$ cat config.mk
export PLATFORM = sky130hd
export DESIGN_NAME = csi2_rx_depacketizer
export DESIGN_NICKNAME = d
export VERILOG_FILES = /design/src/rtl/csi2_pkg.sv /design/src/rtl/csi2_crc16_2byte.sv /design/src/rtl/csi2_rx_depacketizer.sv
export SDC_FILE = /design/constraint.sdc
export NUM_CORES = 1
export LEC_CHECK = 0
export CAP_MARGIN = 30
export CORE_MARGIN = 2
export CORE_UTILIZATION = 45
export DETAILED_ROUTE_END_ITERATION = 8
export DONT_BUFFER_PORTS = 1
export MAX_ROUTING_LAYER = met4
export SYNTH_ARGS = -nofsm -noshare
export SYNTH_HDL_FRONTEND = slang
export SYNTH_SLANG_ARGS = --single-unit
$ cat constraint.sdc
create_clock -name clk -period 2.7 [get_ports clk]
set_input_delay 0.27 -clock clk [delete_from_list [all_inputs] [get_ports clk]]
set_output_delay 0.27 -clock clk [all_outputs]
set_load 0.01 [all_outputs]
$ cat src/rtl/csi2_pkg.sv
// rtl/csi2_pkg.sv - CSI-2 data types, FSM states, header ECC and CRC16 byte step
package csi2_pkg;

    localparam logic [5:0] DT_FS       = 6'h00;
    localparam logic [5:0] DT_FE       = 6'h01;
    localparam logic [5:0] DT_LS       = 6'h02;
    localparam logic [5:0] DT_LE       = 6'h03;
    localparam logic [5:0] DT_YUV422_8 = 6'h1E;

    typedef enum logic [2:0] {
        ST_IDLE,
        ST_HDR,
        ST_PAYLOAD,
        ST_CRC,
        ST_WAIT_EOT
    } state_t;

    // d[7:0] = DI, d[15:8] = WC low byte, d[23:16] = WC high byte
    function automatic logic [5:0] csi2_ecc(input logic [23:0] d);
        logic [5:0] p;
        p[0] = d[0]^d[1]^d[2]^d[4]^d[5]^d[7]^d[10]^d[11]^d[13]^d[16]^d[20]^d[21]^d[22]^d[23];
        p[1] = d[0]^d[1]^d[3]^d[4]^d[6]^d[8]^d[10]^d[12]^d[14]^d[17]^d[20]^d[21]^d[22]^d[23];
        p[2] = d[0]^d[2]^d[3]^d[5]^d[6]^d[9]^d[11]^d[12]^d[15]^d[18]^d[20]^d[21]^d[22];
        p[3] = d[1]^d[2]^d[3]^d[7]^d[8]^d[9]^d[13]^d[14]^d[15]^d[19]^d[20]^d[21]^d[23];
        p[4] = d[4]^d[5]^d[6]^d[7]^d[8]^d[9]^d[16]^d[17]^d[18]^d[19]^d[20]^d[22]^d[23];
        p[5] = d[10]^d[11]^d[12]^d[13]^d[14]^d[15]^d[16]^d[17]^d[18]^d[19]^d[21]^d[22]^d[23];
        return p;
    endfunction

    function automatic logic [15:0] crc16_step(input logic [15:0] crc, input logic [7:0] b);
        logic [15:0] c;
        c = crc ^ {8'h00, b};
        for (int i = 0; i < 8; i++) begin
            c = c[0] ? ((c >> 1) ^ 16'h8408) : (c >> 1);
        end
        return c;
    endfunction

endpackage

$ cat src/rtl/csi2_crc16_2byte.sv
// rtl/csi2_crc16_2byte.sv - registered CRC16 advanced by two bytes per enabled cycle
module csi2_crc16_2byte (
    input  logic        clk,
    input  logic        rstn,
    input  logic        clear,
    input  logic        en,
    input  logic [7:0]  b0,
    input  logic [7:0]  b1,
    output logic [15:0] crc
);
    import csi2_pkg::*;

    logic [15:0] crc_q;
    logic [15:0] crc_d;

    always_comb begin
        crc_d = crc_q;
        if (clear) begin
            crc_d = 16'hFFFF;
        end else if (en) begin
            crc_d = crc16_step(crc16_step(crc_q, b0), b1);
        end
    end

    always_ff @(posedge clk) begin
        if (!rstn) begin
            crc_q <= 16'hFFFF;
        end else begin
            crc_q <= crc_d;
        end
    end

    assign crc = crc_q;

endmodule

$ cat src/rtl/csi2_rx_depacketizer.sv
// rtl/csi2_rx_depacketizer.sv - 2-lane CSI-2 packet parser regenerating fv/lv/pixel pairs
module csi2_rx_depacketizer #(
    parameter logic [1:0] VC        = 2'd0,
    parameter logic [5:0] DT        = 6'h1E,
    parameter bit         CRC_CHECK = 1'b1,
    parameter bit         ECC_CHECK = 1'b1
) (
    input  logic        clk,
    input  logic        rstn,
    input  logic        hs_en,
    input  logic [7:0]  d0,
    input  logic [7:0]  d1,
    output logic        fv,
    output logic        lv,
    output logic        pix_valid,
    output logic [15:0] pixdata,
    output logic        ecc_err,
    output logic        crc_err,
    output logic        wc_err,
    output logic        trunc_err
);
    import csi2_pkg::*;

    state_t      state_q, state_d;
    logic [7:0]  di_q, di_d;
    logic [7:0]  wcl_q, wcl_d;
    logic [14:0] cnt_q, cnt_d;
    logic        fwd_q, fwd_d;
    logic        fv_q, fv_d;
    logic        lv_q, lv_d;
    logic        pix_valid_q, pix_valid_d;
    logic [15:0] pixdata_q, pixdata_d;
    logic        ecc_err_q, ecc_err_d;
    logic        crc_err_q, crc_err_d;
    logic        wc_err_q, wc_err_d;
    logic        trunc_err_q, trunc_err_d;

    logic [15:0] crc_val;
    logic [15:0] hdr_wc;
    logic        ecc_ok;

    assign hdr_wc = {d0, wcl_q};
    assign ecc_ok = (csi2_ecc({d0, wcl_q, di_q}) == d1[5:0]);

    // CRC restarts while idle so the first payload beat steps from the seed
    csi2_crc16_2byte u_crc (
        .clk   (clk),
        .rstn  (rstn),
        .clear (state_q == ST_IDLE),
        .en    ((state_q == ST_PAYLOAD) && hs_en),
        .b0    (d0),
        .b1    (d1),
        .crc   (crc_val)
    );

    always_comb begin
        state_d     = state_q;
        di_d        = di_q;
        wcl_d       = wcl_q;
        cnt_d       = cnt_q;
        fwd_d       = fwd_q;
        fv_d        = fv_q;
        lv_d        = 1'b0;
        pix_valid_d = 1'b0;
        pixdata_d   = pixdata_q;
        ecc_err_d   = 1'b0;
        crc_err_d   = 1'b0;
        wc_err_d    = 1'b0;
        trunc_err_d = 1'b0;
        case (state_q)
            ST_IDLE: begin
                if (hs_en) begin
                    di_d    = d0;
                    wcl_d   = d1;
                    state_d = ST_HDR;
                end
            end
            ST_HDR: begin
                if (!hs_en) begin
                    trunc_err_d = 1'b1;
                    state_d     = ST_IDLE;
                end else if (ECC_CHECK && !ecc_ok) begin
                    ecc_err_d = 1'b1;
                    state_d   = ST_WAIT_EOT;
                end else if (di_q[5:0] < 6'h10) begin
                    if (di_q[7:6] == VC) begin
                        if (di_q[5:0] == DT_FS) begin
                            fv_d = 1'b1;
                        end else if (di_q[5:0] == DT_FE) begin
                            fv_d = 1'b0;
                        end
                    end
                    state_d = ST_WAIT_EOT;
                end else if (hdr_wc[0]) begin
                    wc_err_d = 1'b1;
                    state_d  = ST_WAIT_EOT;
                end else begin
                    fwd_d   = (di_q[5:0] == DT) && (di_q[7:6] == VC);
                    cnt_d   = hdr_wc[15:1];
                    state_d = (hdr_wc == 16'd0) ? ST_CRC : ST_PAYLOAD;
                end
            end
            ST_PAYLOAD: begin
                if (!hs_en) begin
                    trunc_err_d = 1'b1;
                    state_d     = ST_IDLE;
                end else begin
                    if (fwd_q) begin
                        pix_valid_d = 1'b1;
                        lv_d        = 1'b1;
                        pixdata_d   = {d1, d0};
                    end
                    cnt_d = cnt_q - 15'd1;
                    if (cnt_q == 15'd1) begin
                        state_d = ST_CRC;
                    end
                end
            end
            ST_CRC: begin
                if (!hs_en) begin
                    trunc_err_d = 1'b1;
                    state_d     = ST_IDLE;
                end else begin
                    crc_err_d = CRC_CHECK && ({d1, d0} != crc_val);
                    state_d   = ST_WAIT_EOT;
                end
            end
            ST_WAIT_EOT: begin
                if (!hs_en) begin
                    state_d = ST_IDLE;
                end
            end
            default: state_d = ST_IDLE;
        endcase
    end

    always_ff @(posedge clk) begin
        if (!rstn) begin
            state_q     <= ST_IDLE;
            di_q        <= 8'h00;
            wcl_q       <= 8'h00;
            cnt_q       <= 15'd0;
            fwd_q       <= 1'b0;
            fv_q        <= 1'b0;
            lv_q        <= 1'b0;
            pix_valid_q <= 1'b0;
            pixdata_q   <= 16'h0000;
            ecc_err_q   <= 1'b0;
            crc_err_q   <= 1'b0;
            wc_err_q    <= 1'b0;
            trunc_err_q <= 1'b0;
        end else begin
            state_q     <= state_d;
            di_q        <= di_d;
            wcl_q       <= wcl_d;
            cnt_q       <= cnt_d;
            fwd_q       <= fwd_d;
            fv_q        <= fv_d;
            lv_q        <= lv_d;
            pix_valid_q <= pix_valid_d;
            pixdata_q   <= pixdata_d;
            ecc_err_q   <= ecc_err_d;
            crc_err_q   <= crc_err_d;
            wc_err_q    <= wc_err_d;
            trunc_err_q <= trunc_err_d;
        end
    end

    assign fv        = fv_q;
    assign lv        = lv_q;
    assign pix_valid = pix_valid_q;
    assign pixdata   = pixdata_q;
    assign ecc_err   = ecc_err_q;
    assign crc_err   = crc_err_q;
    assign wc_err    = wc_err_q;
    assign trunc_err = trunc_err_q;

endmodule

After elaboration in Yosys (flattened, before gate mapping)

Cells that the tools add are included.

Bits in registers: 73
Bits of input ports: 19

Bitwise logic cells: 97
Reductions and logical operators: 21
Multiplexer cells: 39
Add/sub/neg operators: 1
Eq/ne operators: 17
Magnitude comparators: 1

Operators by type and width:

| operator                                                   | count |
|---|---|
| two-way mux 16 bit                                         | 16 |
| two-way mux 15 bit                                         | 5 |
| XOR 1 bit                                                  | 73 |
| NOT 2 -> 3 bit                                             | 16 |
| XOR 16 x 8 -> 16 bit                                       | 2 |
| case mux 15 bit (2 select lines)                           | 1 |
| two-way mux 3 bit                                          | 9 |
| logical NOT 16 bit                                         | 1 |
| inequality test 16 bit                                     | 1 |
| equality test 15 x 1 -> 1 bit, second input constant       | 1 |
| case mux 3 bit (5 select lines)                            | 1 |
| AND reduction 3 bit                                        | 5 |
| subtractor 15 x 1 -> 15 bit, second input constant         | 1 |
| inequality test 2 bit, second input constant               | 7 |
| AND reduction 6 bit                                        | 2 |
| two-way mux 1 bit                                          | 7 |
| equality test 3 x 2 -> 1 bit, second input constant        | 2 |
| equality test 6 x 1 -> 1 bit, second input constant        | 1 |
| equality test 6 x 5 -> 1 bit, second input constant        | 1 |
| equality test 6 bit                                        | 1 |
| logical NOT 6 bit                                          | 1 |
| less-than comparator 6 x 5 -> 1 bit, second input constant | 1 |
| NOT 1 bit                                                  | 6 |
| AND reduction 5 bit                                        | 1 |
| 11 further kinds                                           | 14 |

Longest topological paths before layout

Gate-level depths: netlist of the first run.

Depth after elaboration: 34
Mapped depth: 10
Gate-level depth less buffers: 9

Cells and area by module

A second synthesis of the first run with hierarchy kept.

Cell total of the unflattened synthesis: 565
Area, all modules: 4521.8 um^2

Modules (own cells, without submodules):

| module               | area an instance (um^2) | seq. area each (um^2) | cells each | times used |
|---|---|---|---|---|
| csi2_rx_depacketizer | 3399.5                  | 1141.1                | 450        | 1 |
| csi2_crc16_2byte     | 1122.3                  | 320.3                 | 115        | 1 |

Least setup slack after synthesis of the first run

Ideal clock, no wire load.

Path type: register to register
Start: reg wcl_q[1]
End: reg fwd_q
Period minus slack after synthesis: 2769 ps
Stages on the path, launching flop included: 8
Required time: 2630 ps
Arrival time: 2699 ps
Slack: -69 ps
Path buffers: 0
Cells stage by stage: dfxtp_1 -> xnor3_2 -> xor2_2 -> xnor3_1 -> or3_4 -> a221o_1 -> or4_1 -> a21oi_1

Cells in the longest elaborated chain, start to end: 10

RTL lines:

| what                                      | line                                           | RTL |
|---|---|---|
| start, declared                           | csi2_rx_depacketizer.sv:26                     | `logic [7:0] wcl_q, wcl_d;` |
| start signal, assigned                    | csi2_rx_depacketizer.sv:155                    | `wcl_q <= wcl_d;` |
| XOR 1 bit (on tied branches) (8 in a row) | csi2_pkg.sv:23, csi2_pkg.sv:24, csi2_pkg.sv:25 |  |
| equality test 6 bit (*)                   | csi2_rx_depacketizer.sv:43                     | `assign ecc_ok = (csi2_ecc({d0, wcl_q, di_q}) == d1[5:0]);` |
| AND reduction 5 bit (no line) (*)         | -                                              |  |
| end signal, assigned                      | csi2_rx_depacketizer.sv:157                    | `fwd_q <= fwd_d;` |
| end, declared                             | csi2_rx_depacketizer.sv:28                     | `logic fwd_q, fwd_d;` |

Mark *: on every way between the ends. The rest lies on a longest branch, timed or not.
A chain may end at the register's enable or synchronous reset.

Worst setup path in the final report of the first run

Start: reg di_q[0]
End: reg fwd_q

Cells in the longest elaborated chain, start to end: 15

RTL lines:

| what                                       | line                           | RTL |
|---|---|---|
| start, declared                            | csi2_rx_depacketizer.sv:25     | `logic [7:0] di_q, di_d;` |
| start signal, assigned                     | csi2_rx_depacketizer.sv:154    | `di_q <= di_d;` |
| XOR 1 bit                                  | csi2_pkg.sv:21, csi2_pkg.sv:22 |  |
| XOR 1 bit (on tied branches) (12 in a row) | csi2_pkg.sv:21, csi2_pkg.sv:22 |  |
| equality test 6 bit                        | csi2_rx_depacketizer.sv:43     |  |
| AND reduction 5 bit (no line)              | -                              |  |

Parallel ways exist; a longest one is shown, timed or not.

==> results of run 1 <==
## worst reg2reg max path, stage by stage (launching register included)
cell and delay, ps:
dfxtp_2 330, inv_1 80, ha_4 270, xnor3_1 240, xor2_2 190, xnor2_2 160
or3_4 360, a221o_1 390, or4_4 490, a21oi_2 120
## placed cells by master (no fill, tap or decap), drive strengths merged, types with 2 or more instances in the layout
cell      n
or2       2
or4       2
and2      2
nor4b     3
inv      13
xnor2    63
clkbuf   10
xnor3    10
nor4      8
nor3     12
a21oi    64
xor2     13
or3       8
ha        8
bufinv    2
buf      21
o32ai    11
o21ai     8
o22ai     2
and3      3
dfxtp    73
nand2   107
o211ai   11
nor3b     2
clkinv    3
a22oi     2
nor2     23
nand4     8
nand3    13
## flip-flops by register name (all words and copies together), names as in the netlist, 3 cells and up
register / cells
pixdata: 16
u_crc.crc: 16
cnt_q: 15
di_q: 8
wcl_q: 8
state_q: 3
## per-stage QoR
stage | total power [W] | TNS [ps] | hold slack, ps | area (µm²)
CTS | 0.00278 | 0 | 25.8 | 4640
detailed placement | 0.00177 | 0 | 356 | 4400
finish | 0.00279 | 0 | 33.9 | 4790
global placement | 0.00176 | 0 | 356 | 4400
global route | 0.00291 | -627 | 32.6 | 4790
floorplan | 0.00166 | 0 | 406 | 4250
## cells by family after synthesis
group	synth area share (%)
xor+xnor	21.4
flops	34.5
simple gates	21.0
compound gates	16.2
fa+ha+maj	2.36
buf+inv	4.57
## report_power, final
group / switching (W) / internal [W] / leakage, nW
Sequential: 0.0000256 / 0.00110 / 0.593
Clock: 0.000469 / 0.000531 / 0.115
Combinational: 0.000340 / 0.000325 / 1.07
Total: 0.000835 / 0.00195 / 1.78
## cell type report
type	count	share of cell area, %
timing repair buffer	23	4.52
inverter	11	0.861
multi-input combinational	396	56.5
clock inverter	7	2.09
sequential	73	30.6
tap	111	2.90
clock buffer	9	2.58
## per-layer routing
| metal | track usage, % | part of all wire, % | up-vias |
|---|---|---|---|
| met3 | 3.88 | 5.5 | 16 |
| met4 | 7.90 | 1.6 | 0 |
| met1 | 32.0 | 46 | 1681 |
| met2 | 37.2 | 47 | 81 |
| met5 | - | 0 | - |
| li1 | - | - | 1764 |
## how the worst max path moves through the flow
stage          startpoint        end  slack [ps]
2_1_floorplan     di_q[0]      fwd_q           4
5_1_grt           di_q[7]   cnt_q[5]         -70
3_5_place_dp      di_q[1]      fwd_q           2
4_1_cts           di_q[1]      fwd_q         0.1
6_report          di_q[0]      fwd_q           4
3_3_place_gp      di_q[0]  cnt_q[11]          60
## what timing repair did
action,4_1_cts,5_1_grt
buffers inserted,0,1
setup endpoints to repair,3,17
resized for setup,2,28
hold endpoints to repair,1,0
cloned,0,1
hold buffers,1,0
pin swaps,4,10
==> results.yml, run 1 <==
status:
  status: "completed"
place:
  dp_cells: 611
  hpwl_mm: 7.84
  port-buffer-count: 0
  dp_slack_ps: 2.25
  gp_congestion: 0.896
timing:
  finClkSkew_ps: 15.1
  slew_headroom_pct: 49.4
  setup_viol: 0
  tightestPinTransition_ps: 757
  drv_slew: 0
  rsz0062_at_grt: "yes"
  period_share_pct: 99.8
  fin_ws_ps: 4.15
  hold_viol: 0
  max_freq_mhz: 371
  fin_crit_ps: 2700
drt:
  wirelength_mm: 11.4
  drtIter0Drc: 157
  route.detailed.drc: 0
  ant_nets: 0
  via_count: 3542
  drtPass1Iterations: 4
  wire_per_inst_um: 18.1
  viasPerCell: 5.62
synth:
  yosys.area.top_type: "dfxtp_1"
  synthesis.nets: 543
  synth_cell_type_count: 46
  synth_area_per_cell_um2: 8.22
  synth_common_cells: "nand2_1, dfxtp_1, a21oi_1, xnor2_1, clkbuf_1"
  syn_inst: 516
  async_flop_share_pct: 0
  ys_seq_area_share_pct: 34.5
  ys_warn_count: 0
  synth-edff-count: 0
  synth.most_common_cell: "nand2_1"
  synth.area.top_cells: "dfxtp_1, xnor2_1, nand2_1, a21oi_1, xnor3_1"
  synth_top_area_share_pct: 34.5
  ys.flop_type: "dfxtp_1"
  synth_area_um2: 4240
  ys_seq_elements: 73
cells_and_area:
  area_growth_pct: 13.0
  register_area_um2: 1470
  n_fill_cell: 906
  diodes: 0
  drive_gt1_share_pct: 14.8
  finish.utilization_pct: 52.1
  multi_input_area_um2: 2710
  instances_no_fill: 630
  nets: 541
pwr:
  vdd_drop_max_v: 0.000392
  p_leak_nw: 1.78
  power_density_nw_per_um2: 582
worst_setup_path:
  cp-start-kind: "flip-flop"
  reg2reg_depth: 9
  worstPathMaxFanout: 3
  cp_num_cells: 9
  timing.rr.start: "di_q[0]"
  critPathSlowestCell: "or4_4"
  crit_chain: "inv_1, ha_4, xnor3_1, xor2_2, xnor2_2, or3_4, a221o_1, or4_4, a21oi_2"
  cp.required_ps: 2990
  path_delay_family: "simple AND/OR/NAND/NOR gates"
  crit_path_max_incr_delay_ps: 490
  reg2reg_slack_ps: 4
  cp.arrival_ps: 2990
  r2r-end: "fwd_q"
  critPathKind: "reg -> reg"
  crit_path_end_kind: "flip-flop"
  worst-path-buf-inv: 1
die:
  num_rows: 35
  die_area_um2: 10200
  die_w_um: 101
  coreArea_um2: 9200
  io_pins: 42
  initial_core_util_pct: 46.1
  die_y_um: 101
cts:
  clock_path_buffers: 2
  cts_tree: "done"
  cts_buffers: 9
  clock_latency_ps: 360
  htree_levels: 3
  cts.sinks: 73
  clk_pin_slew_ps: 100
  clockRootBuffer: "clkbuf_8"
grt:
  grt_pass1_vias: 3523
  track_usage_pct: 24.0
  grt_pass1_wl_mm: 18.5
  grt_max_degree: 38
  overflow: 0
  antenna_found_initial: 0
worst_hold_path:
  hold_end: "di_q[3]"
  holdPathStages: 2
  hold_path_class: "in -> reg"
  min_from: "d0[3]"
flow_run:
  maxCapViolations: 0
(Power assumes the default switching activity.)
==> inputs of run 2 (changes only) <==
--- a/config.mk
+++ b/config.mk
@@ -11,6 +11,7 @@
 export DETAILED_ROUTE_END_ITERATION = 8
 export DONT_BUFFER_PORTS = 1
 export MAX_ROUTING_LAYER = met4
+export RECOVER_POWER = 100
 export SYNTH_ARGS = -nofsm -noshare
 export SYNTH_HDL_FRONTEND = slang
 export SYNTH_SLANG_ARGS = --single-unit
==> results.yml, run 2 (synthesized netlist as in run 1, its figures left out) <==
drt:
  drtPass1Iterations: 4
  wirelength_mm: 11.5
  drtIter0Drc: 188
  wire_per_inst_um: 18.2
  via_count: 3565
  viasPerCell: 5.66
  route.detailed.drc: 0
  ant_nets: 0
place:
  place_area_um2: 4400
  gp_congestion: 0.896
  hpwl_mm: 7.84
  port-buffer-count: 0
grt:
  grt_pass1_vias: 3523
  grt_pass1_wl_mm: 18.5
  overflow: 0
  grt_max_degree: 38
  antenna_found_initial: 0
  track_usage_pct: 24.0
die:
  num_rows: 35
  io_pins: 42
  die_y_um: 101
  die_area_um2: 10200
  coreArea_um2: 9200
  initial_core_util_pct: 46.1
  die_w_um: 101
status:
  status: "completed"
timing:
  rsz0062_at_grt: "yes"
  tightestPinTransition_ps: 940
  setup_viol: 0
  slew_headroom_pct: 37.3
  finClkSkew_ps: 16.1
  fin_crit_ps: 2700
  period_share_pct: 100
  drv_slew: 0
  max_freq_mhz: 371
  hold_viol: 0
cts:
  cts.sinks: 73
  htree_levels: 3
  clock_path_buffers: 2
  cts_tree: "done"
  clk_pin_slew_ps: 100
  cts_buffers: 9
  clock_latency_ps: 360
  clockRootBuffer: "clkbuf_8"
cells_and_area:
  fin_area_um2: 4770
  drive_gt1_share_pct: 14.5
  final_cell_mix: "nand2_1, dfxtp_1, xnor2_1"
  nets: 541
  diodes: 0
  final_common_cell: "nand2_1"
  area_growth_pct: 12.5
pwr:
  p_leak_nw: 1.76
  vdd_drop_max_v: 0.000392
  power_density_nw_per_um2: 585
  p_total_w: 0.00279
worst_setup_path:
  cp-startpoint: "di_q[0]"
  cp.arrival_ps: 3000
  cp.required_ps: 3000
  crit_path_end_kind: "flip-flop"
  worstPathMaxFanout: 3
  timing.rr.start: "di_q[0]"
  cp-start-kind: "flip-flop"
  critPathKind: "reg -> reg"
worst_hold_path:
  hold_path_class: "in -> reg"
  min_from: "d0[3]"
flow_run:
  maxCapViolations: 0
[run 2: cell count changes in the layout (fill, tap and decap cells not counted), sizes merged]
cell / delta
buf: -3
clkbuf: +3
[run 2: layout make-up]
cell class	count	area [µm²]
repair buffers	23	194
fillers	910	4430
inverters	11	41.3
clock inverters	7	100
multi-input cells	396	2710
well taps	111	139
flip-flops and latches	73	1470
clock buffers	9	124
[run 2: metal layers]
metal | track usage, % | vias up | part of all wire, %
li1 | - | 1765 | -
met1 | 32.0 | 1684 | 46
met2 | 37.2 | 97 | 46
met3 | 3.88 | 19 | 5.7
met4 | 7.90 | 0 | 2.0
met5 | - | - | 0
[run 2: repair_timing]
action / in CTS / in global routing
hold buffers: 1 / 0
hold endpoints to repair: 1 / 0
buffers inserted: 0 / 1
gates cloned: 0 / 1
setup endpoints to repair: 3 / 17
pin swaps: 4 / 10
gates resized for setup: 2 / 28
[run 2: where the power goes]
| group | switching, W | total (W) | internal (W) | leakage (nW) |
|---|---|---|---|---|
| clock network | 0.000473 | 0.00100 | 0.000531 | 0.115 |
| registers | 0.0000253 | 0.00112 | 0.00110 | 0.593 |
| logic | 0.000341 | 0.000662 | 0.000321 | 1.05 |
| total | 0.000840 | 0.00279 | 0.00195 | 1.76 |
[run 2: per-stage QoR]
stage / hold WS, ps / setup TNS, ps / util (%) / setup slack, ps / instances
after floorplan: 406 / 0 / - / 3.86 / 516
after global placement: 356 / 0 / 47.8 / 63.1 / 611
after detailed placement: 356 / 0 / 47.8 / 2.25 / 611
after CTS: 25.8 / 0 / 50.5 / 0.148 / 628
after global routing: 32.6 / -640 / 51.9 / -68.3 / 630
final: 31.2 / 0 / 51.9 / 1.07 / 630
[run 2: final timing paths]
path,end,slack [ps],cells after the start
worst min-delay path,di_q[3],30,2
worst min register to register,cnt_q[4],470,2
worst max-delay path,fwd_q,1,9
worst max register to register,fwd_q,1,9
[run 2: critical path: stages, from the launching register on]
cell and delay (ps):
dfxtp_2 330, inv_1 80, ha_4 270, xnor3_1 240
xor2_2 190, xnor2_2 160, or3_4 360, a221o_1 400
or4_4 490, a21oi_2 120
